--- src/rtl/i2c_target.sv ---
// ---------------------------------------------------------------------------
// i2c_target
//   I2C target (responder). SCL and SDA are oversampled on clk_i, START and
//   STOP are detected from the synchronised lines, and only frames that carry
//   this target's 7-bit address are acknowledged. Write bytes are presented
//   on rx_data_o with a one-cycle rx_valid_o strobe. Read bytes are taken
//   from tx_data_i, and each load is marked by a one-cycle tx_ack_o strobe.
//   SDA is driven open-drain only (sda_oe_o = 1 pulls the pad low). SCL is
//   never stretched.
//
// Parameters
//   TGT_ADDR     7-bit bus address this target answers to
//   SYNC_STAGES  flops per input synchroniser (>= 2)
//
// Ports
//   clk_i       system clock, at least 8x the SCL frequency
//   rst_n_i     asynchronous active-low reset
//   scl_i       bus SCL (asynchronous)
//   sda_i       bus SDA pad input (asynchronous)
//   sda_oe_o    1 = pull SDA low, 0 = release
//   tx_data_i   byte returned in the next read data phase
//   tx_ack_o    1-cycle pulse: tx_data_i was loaded
//   rx_data_o   last byte received in a write transfer
//   rx_valid_o  1-cycle pulse: rx_data_o updated
//   busy_o      high from the address ACK until the next START or STOP
// ---------------------------------------------------------------------------
module i2c_target #(
    parameter logic [6:0] TGT_ADDR    = 7'h42,
    parameter int         SYNC_STAGES = 2
) (
    input  logic       clk_i,
    input  logic       rst_n_i,
    input  logic       scl_i,
    input  logic       sda_i,
    output logic       sda_oe_o,
    input  logic [7:0] tx_data_i,
    output logic       tx_ack_o,
    output logic [7:0] rx_data_o,
    output logic       rx_valid_o,
    output logic       busy_o
);

    typedef enum logic [2:0] {
        IDLE,
        ADDR,
        ADDR_ACK,
        WR_DATA,
        WR_ACK,
        RD_DATA,
        RD_ACK,
        IGNORE
    } state_t;

    // ------------------------------------------------------------------
    // Input synchronisers and edge detection
    // ------------------------------------------------------------------
    logic [SYNC_STAGES-1:0] scl_sync_reg;
    logic [SYNC_STAGES-1:0] sda_sync_reg;
    logic                   scl_d_reg;
    logic                   sda_d_reg;

    // The synchronisers reset to 1 so that an idle bus (both lines high)
    // produces no spurious edge when reset is released.
    always_ff @(posedge clk_i or negedge rst_n_i) begin
        if (!rst_n_i) begin
            scl_sync_reg <= '1;
            sda_sync_reg <= '1;
            scl_d_reg    <= 1'b1;
            sda_d_reg    <= 1'b1;
        end else begin
            scl_sync_reg <= {scl_sync_reg[SYNC_STAGES-2:0], scl_i};
            sda_sync_reg <= {sda_sync_reg[SYNC_STAGES-2:0], sda_i};
            scl_d_reg    <= scl_sync_reg[SYNC_STAGES-1];
            sda_d_reg    <= sda_sync_reg[SYNC_STAGES-1];
        end
    end

    logic scl_s;
    logic sda_s;
    logic scl_rise;
    logic scl_fall;
    logic start_det;
    logic stop_det;

    assign scl_s    = scl_sync_reg[SYNC_STAGES-1];
    assign sda_s    = sda_sync_reg[SYNC_STAGES-1];
    assign scl_rise = scl_s & ~scl_d_reg;
    assign scl_fall = ~scl_s & scl_d_reg;

    // SCL must be high both before and after the SDA transition. While this
    // target pulls SDA low, a transition on SDA is the target's own doing
    // and must not be taken as a bus condition.
    assign start_det = ~sda_oe_o & scl_s & scl_d_reg & sda_d_reg & ~sda_s;
    assign stop_det  = ~sda_oe_o & scl_s & scl_d_reg & ~sda_d_reg & sda_s;

    // ------------------------------------------------------------------
    // Protocol state
    // ------------------------------------------------------------------
    state_t     state_reg,    state_next;
    logic [2:0] bit_cnt_reg,  bit_cnt_next;
    logic [6:0] shift_reg,    shift_next;     // bits received so far
    logic [6:0] tx_shift_reg, tx_shift_next;  // read bits not yet driven
    logic       rw_reg,       rw_next;
    logic       got_ack_reg,  got_ack_next;   // master ACKed the read byte
    logic       sda_oe_reg,   sda_oe_next;
    logic       busy_reg,     busy_next;
    logic [7:0] rx_data_reg,  rx_data_next;
    logic       rx_valid_reg, rx_valid_next;
    logic       tx_ack_reg,   tx_ack_next;

    logic [7:0] byte_in;
    assign byte_in = {shift_reg, sda_s};

    always_ff @(posedge clk_i or negedge rst_n_i) begin
        if (!rst_n_i) begin
            state_reg    <= IDLE;
            bit_cnt_reg  <= 3'd0;
            shift_reg    <= 7'd0;
            tx_shift_reg <= 7'd0;
            rw_reg       <= 1'b0;
            got_ack_reg  <= 1'b0;
            sda_oe_reg   <= 1'b0;
            busy_reg     <= 1'b0;
            rx_data_reg  <= 8'h00;
            rx_valid_reg <= 1'b0;
            tx_ack_reg   <= 1'b0;
        end else begin
            state_reg    <= state_next;
            bit_cnt_reg  <= bit_cnt_next;
            shift_reg    <= shift_next;
            tx_shift_reg <= tx_shift_next;
            rw_reg       <= rw_next;
            got_ack_reg  <= got_ack_next;
            sda_oe_reg   <= sda_oe_next;
            busy_reg     <= busy_next;
            rx_data_reg  <= rx_data_next;
            rx_valid_reg <= rx_valid_next;
            tx_ack_reg   <= tx_ack_next;
        end
    end

    // SCL edges are seen one cycle late, so every change of sda_oe lands
    // in the cycle after the synchronised SCL fall.
    always_comb begin
        state_next    = state_reg;
        bit_cnt_next  = bit_cnt_reg;
        shift_next    = shift_reg;
        tx_shift_next = tx_shift_reg;
        rw_next       = rw_reg;
        got_ack_next  = got_ack_reg;
        sda_oe_next   = sda_oe_reg;
        busy_next     = busy_reg;
        rx_data_next  = rx_data_reg;
        rx_valid_next = 1'b0;
        tx_ack_next   = 1'b0;

        if (start_det) begin
            // A repeated START always restarts address decoding.
            sda_oe_next  = 1'b0;
            busy_next    = 1'b0;
            bit_cnt_next = 3'd0;
            got_ack_next = 1'b0;
            state_next   = ADDR;
        end else if (stop_det) begin
            // Any partial byte is dropped without a valid strobe.
            sda_oe_next  = 1'b0;
            busy_next    = 1'b0;
            bit_cnt_next = 3'd0;
            got_ack_next = 1'b0;
            state_next   = IDLE;
        end else begin
            case (state_reg)
                IDLE: begin
                    sda_oe_next = 1'b0;
                end

                ADDR: begin
                    if (scl_rise) begin
                        shift_next   = byte_in[6:0];
                        bit_cnt_next = bit_cnt_reg + 3'd1;
                        if (bit_cnt_reg == 3'd7) begin
                            rw_next = sda_s;
                            // Address 0 (general call) never matches.
                            if ((byte_in[7:1] == TGT_ADDR) && (byte_in[7:1] != 7'd0))
                                state_next = ADDR_ACK;
                            else
                                state_next = IGNORE;
                        end
                    end
                end

                // sda_oe itself tells the two falls apart: the first fall
                // starts the ACK bit and the second one ends it.
                ADDR_ACK: begin
                    if (scl_fall) begin
                        if (!sda_oe_reg) begin
                            sda_oe_next = 1'b1;
                            busy_next   = 1'b1;
                        end else if (rw_reg) begin
                            tx_shift_next = tx_data_i[6:0];
                            sda_oe_next   = ~tx_data_i[7];
                            tx_ack_next   = 1'b1;
                            bit_cnt_next  = 3'd0;
                            state_next    = RD_DATA;
                        end else begin
                            sda_oe_next  = 1'b0;
                            bit_cnt_next = 3'd0;
                            state_next   = WR_DATA;
                        end
                    end
                end

                WR_DATA: begin
                    if (scl_rise) begin
                        shift_next   = byte_in[6:0];
                        bit_cnt_next = bit_cnt_reg + 3'd1;
                        if (bit_cnt_reg == 3'd7) begin
                            rx_data_next  = byte_in;
                            rx_valid_next = 1'b1;
                            state_next    = WR_ACK;
                        end
                    end
                end

                WR_ACK: begin
                    if (scl_fall) begin
                        if (!sda_oe_reg) begin
                            sda_oe_next = 1'b1;
                        end else begin
                            sda_oe_next = 1'b0;
                            state_next  = WR_DATA;
                        end
                    end
                end

                // bit_cnt counts the bits already driven. Bit 7 went out
                // when the byte was loaded, so bit_cnt = 7 means bit 0's
                // period has just ended.
                RD_DATA: begin
                    if (scl_fall) begin
                        if (bit_cnt_reg == 3'd7) begin
                            sda_oe_next  = 1'b0;
                            bit_cnt_next = 3'd0;
                            got_ack_next = 1'b0;
                            state_next   = RD_ACK;
                        end else begin
                            sda_oe_next   = ~tx_shift_reg[6];
                            tx_shift_next = {tx_shift_reg[5:0], 1'b0};
                            bit_cnt_next  = bit_cnt_reg + 3'd1;
                        end
                    end
                end

                RD_ACK: begin
                    if (scl_rise) begin
                        if (sda_s)
                            state_next = IGNORE;
                        else
                            got_ack_next = 1'b1;
                    end else if (scl_fall && got_ack_reg) begin
                        tx_shift_next = tx_data_i[6:0];
                        sda_oe_next   = ~tx_data_i[7];
                        tx_ack_next   = 1'b1;
                        bit_cnt_next  = 3'd0;
                        got_ack_next  = 1'b0;
                        state_next    = RD_DATA;
                    end
                end

                IGNORE: begin
                    sda_oe_next = 1'b0;
                end

                default: begin
                    sda_oe_next = 1'b0;
                    state_next  = IDLE;
                end
            endcase
        end
    end

    assign sda_oe_o   = sda_oe_reg;
    assign busy_o     = busy_reg;
    assign rx_data_o  = rx_data_reg;
    assign rx_valid_o = rx_valid_reg;
    assign tx_ack_o   = tx_ack_reg;

endmodule

--- config.mk ---
export PLATFORM = sky130hd
export DESIGN_NAME = i2c_target
export DESIGN_NICKNAME = d
export VERILOG_FILES = /design/src/rtl/i2c_target.sv
export SDC_FILE = /design/constraint.sdc
export NUM_CORES = 1
export LEC_CHECK = 0
export CAP_MARGIN = 10
export CORE_MARGIN = 2
export CORE_UTILIZATION = 40
export DETAILED_ROUTE_END_ITERATION = 8
export SYNTH_ARGS = -nofsm -noshare
export SYNTH_HDL_FRONTEND = slang
export SYNTH_SLANG_ARGS = --single-unit
--- constraint.sdc ---
create_clock -name clk_i -period 3.1 [get_ports clk_i]
set_input_delay 0.62 -clock clk_i [delete_from_list [all_inputs] [get_ports clk_i]]
set_output_delay 0.62 -clock clk_i [all_outputs]
set_load 0.05 [all_outputs]
==> results.rst <==
.. list-table::
   :header-rows: 1

   * - Metric
     - Value
   * - Outcome
     - completed
   * - Clock network power share
     - 20.7%
   * - Worst min-delay path class
     - flop to flop
   * - Max FFs per register
     - 8
   * - Reg2Reg Launch Point
     - state_reg[1]$_DFFE_PN0P_
   * - Count of max-cap constraint violations
     - 0
   * - Kind of launch point of the worst setup path
     - flop
   * - Number of nets with antenna violations after routing
     - 0
   * - Vias in the first global route
     - ~1400
   * - WS Path Type
     - flop to primary output
   * - Switching power
     - 815 uW
   * - Total Negative Setup Slacks
     - 0 ns
   * - Clock tree buffer depth
     - 2
   * - Net count after synthesis
     - about 210
   * - Die area
     - 5790 sq um
   * - Leftover overflow at the end of global routing
     - 0
   * - Type of destination of the critical path
     - primary output
   * - RSZ-0062 raised after global routing
     - false
   * - Final nets
     - 232
   * - Proportion of register bits with asynchronous set or reset after synthesis
     - 100%
   * - Share of the synthesized area in the top cell type
     - 40.9%
   * - Maximum fanout along the worst path
     - 7
   * - Antenna diode instance count
     - 0
   * - Worst Tran Pin Value
     - 0.870 ns
   * - Number of hold buffers added after CTS
     - 0
   * - Post-placement setup slack
     - 0.962 ns
   * - Most common cell in the netlist
     - dfrtp_1
   * - CTS resizes
     - 0
   * - Number of violations reported at the end of detailed-routing iteration 0
     - 75
   * - Number of search-and-repair iterations in the first detailed-routing pass
     - 4
   * - Area growth, synth to finish
     - 19.0%
   * - Largest net degree at the start of global routing
     - 41
   * - Min Clock Period, post-route
     - 2.21 ns
   * - Sink count of the clock tree
     - 40
   * - Crit-path max cell delay
     - 0.85 ns
   * - Endpoint of the most critical register-to-register path
     - state_reg[0]$_DFFE_PN0P_
   * - Yosys warnings
     - 0
   * - Number of setup buffers added after CTS
     - 0
   * - Library cell occupying the most area in the post-synthesis netlist
     - dfrtp_1
   * - Largest delay contributor family on the critical path
     - buffers and inverters
   * - Total count of hold-check failures in the final report
     - 0
   * - Launch point of the critical path
     - sda_oe_o$_DFFE_PN0P_
   * - Instance count of the mapped netlist
     - 195
   * - Final core occ
     - 48.8%
   * - Termination of the worst setup path
     - sda_oe_o
   * - Cell Area, Synth
     - between 2000 and 2500 sq um
   * - Most common library cells after synthesis
     - dfrtp_1 (34), nor2_1 (19), nand2_1 (16), mux2_2 (13), o21ai_0 (12)
   * - Depth of the worst register-to-register path
     - 6
   * - Die boundary width
     - between 70 and 80 um
   * - Comb power frac
     - 40.0%
   * - Switching Fraction
     - 38.0%
   * - Antenna violations before repair
     - 0
   * - Placer Congestion
     - 0.884
   * - Worst hold slack after final layout
     - around 0.36 ns
   * - Initial core utilization
     - approximately 41%
   * - I/O Buffers
     - 23
   * - Reg2Reg Setup Slack
     - 0.92 ns
   * - Total number of placement rows
     - 26
   * - Leakage Power
     - 0.00109 uW
   * - CTS tree
     - built
   * - Die H
     - ~76 um
   * - Register bit count reported by yosys
     - 40
   * - Final Cycle Share
     - around 71%
   * - Number of stages on the worst setup path
     - 1
   * - Worst-skew pair later-pin latency
     - 0.29 ns
   * - Highest clock rate
     - 452 MHz
   * - Number of flops mapped to enable cells by yosys
     - 0
   * - Synth Flop Type
     - dfrtp_1
   * - Average vias per placed instance
     - 5.19
   * - Buffer and inverter count on the worst path
     - 1
   * - Pwr Density
     - roughly 870 nW/um^2
   * - Worst clock skew
     - 0.00781 ns
   * - Internal power of the cells
     - around 1300 uW
   * - GRT Resource Usage Total
     - 14.0%
   * - Smallest setup slack after layout
     - a little under 0.9 ns
   * - Post-Route WL
     - 3870 um
   * - Top-Level Pins
     - 24
   * - Setup violations, final
     - 0
   * - Clock-pin slew reported for the worst setup and hold paths after clock tree synthesis
     - around 0.07 ns
   * - Number of remaining DRC errors
     - 0
   * - Root buffer cell
     - clkbuf_8
   * - Share of synthesized area occupied by flip-flops and latches
     - 48.5%
   * - First-pass GRT wire length
     - 6620 um
   * - Ordered list of cells on the worst path
     - clkdlybuf4s50_1
   * - Largest cells by area after synthesis
     - dfrtp_1 (41%), dfstp_2 (7.6%), mux2_2 (7.0%)
   * - Relative slew slack
     - 42.0%
   * - Required time of the critical path
     - around 2.5 ns
   * - Final number of max-transition violations
     - 0
   * - H-Tree Depth
     - 2
   * - Post-DP HPWL
     - about 2700 um
   * - Post-synthesis average cell area
     - between 10 and 15 sq um
   * - Arrival time at the worst endpoint
     - between 1.5 and 2 ns
   * - Cell with the largest stage delay on the worst path
     - clkdlybuf4s50_1
   * - Average wire length per cell after detail routing
     - around 13 um
   * - Via Count
     - between 1500 and 2000
   * - Number of library cell types mapped by synthesis
     - between 50 and 60
   * - Layout cell share with drive strength beyond 1
     - 20.1%
   * - Core outline area
     - 5070 sq um
   * - Register share of total power
     - roughly two fifths
   * - Worst vdd ir
     - 440 uV
   * - Inserted Clock Buffers
     - 5
-- layout make-up --
type | instances | area (sq um)
Fill cell | 481 | 2600
Clock buffer | 6 | 82.6
Sequential cell | 40 | 1010
Timing Repair Buffer | 25 | 240
Clock inverter | 2 | 38.8
Multi-Input combinational cell | 141 | 998
Tap cell | 70 | 87.6
Inverter | 5 | 18.8
-- how the worst min path moves through the flow --
stage	start	end	slack (ns)	cells after the start
finish	scl_sync_reg[0]$_DFF_PN1_	scl_sync_reg[1]$_DFF_PN1_	0.36	0
detailed placement	scl_sync_reg[0]$_DFF_PN1_	scl_sync_reg[1]$_DFF_PN1_	0.35	0
CTS	scl_sync_reg[0]$_DFF_PN1_	scl_sync_reg[1]$_DFF_PN1_	0.36	0
floorplan	rst_n_i	bit_cnt_reg[0]$_DFFE_PN0P_	0.32	0
global placement	scl_sync_reg[0]$_DFF_PN1_	scl_sync_reg[1]$_DFF_PN1_	0.35	0
global route	scl_sync_reg[0]$_DFF_PN1_	scl_sync_reg[1]$_DFF_PN1_	0.36	0
-- per-layer routing --
layer / wire length, um / GRT usage, % / vias to the layer above
met2: 1790 / 22.1 / 30
met3: 157 / 3.32 / 4
met4: 25 / 4.18 / 0
li1: - / - / 746
met1: 1890 / 19.2 / 721
met5: 0 / 0 / -
-- cell usage in the layout (no fill, tap or decap), types with 2 or more instances in the layout --
master / netlist / routed
clkdlybuf4s50_1: 0 / 22
nor2b_1: 2 / 2
nand3_1: 4 / 4
and3_1: 2 / 2
a21oi_1: 10 / 10
o22ai_1: 3 / 3
nand2b_1: 5 / 5
nor2_1: 19 / 19
o31ai_1: 2 / 2
clkbuf_8: 0 / 6
a21oi_2: 4 / 4
dfrtp_1: 34 / 34
a31oi_1: 4 / 4
o21ai_0: 12 / 12
mux2_2: 13 / 13
ha_1: 2 / 2
mux2i_1: 7 / 7
nand3b_1: 3 / 3
nand2_1: 16 / 16
nor3b_1: 2 / 2
buf_4: 2 / 2
and3b_1: 2 / 2
inv_1: 5 / 5
dfstp_2: 6 / 6
mux2_1: 2 / 2
-- kinds of logic after synthesis --
kind of cell,Yosys count,synth area share [%]
AO/OA/AOI/OAI,50,17.6
XOR/XNOR,1,0.421
adder cells (fa/ha/maj),2,1.20
buffers and inverters,14,3.49
flip-flops,40,48.5
multiplexers,22,11.5
AND/OR/NAND/NOR,66,17.3
-- power groups by stage --
stage	Sequential, uW	Clock (uW)	Combinational, uW
after floorplan	807	0	734
after global placement	852	0	854
after detailed placement	852	0	860
after CTS	842	464	864
after global routing	873	474	966
final	844	444	856
-- metrics by stage --
step | total power (uW) | cell area, sq um | cells
after floorplan | 1540 | 2080 | 195
after global placement | 1710 | 2350 | 281
after detailed placement | 1710 | 2350 | 281
after CTS | 2170 | 2470 | 289
after global routing | 2310 | 2470 | 289
final | 2140 | 2470 | 289
Power figures use the tool's default switching activity.
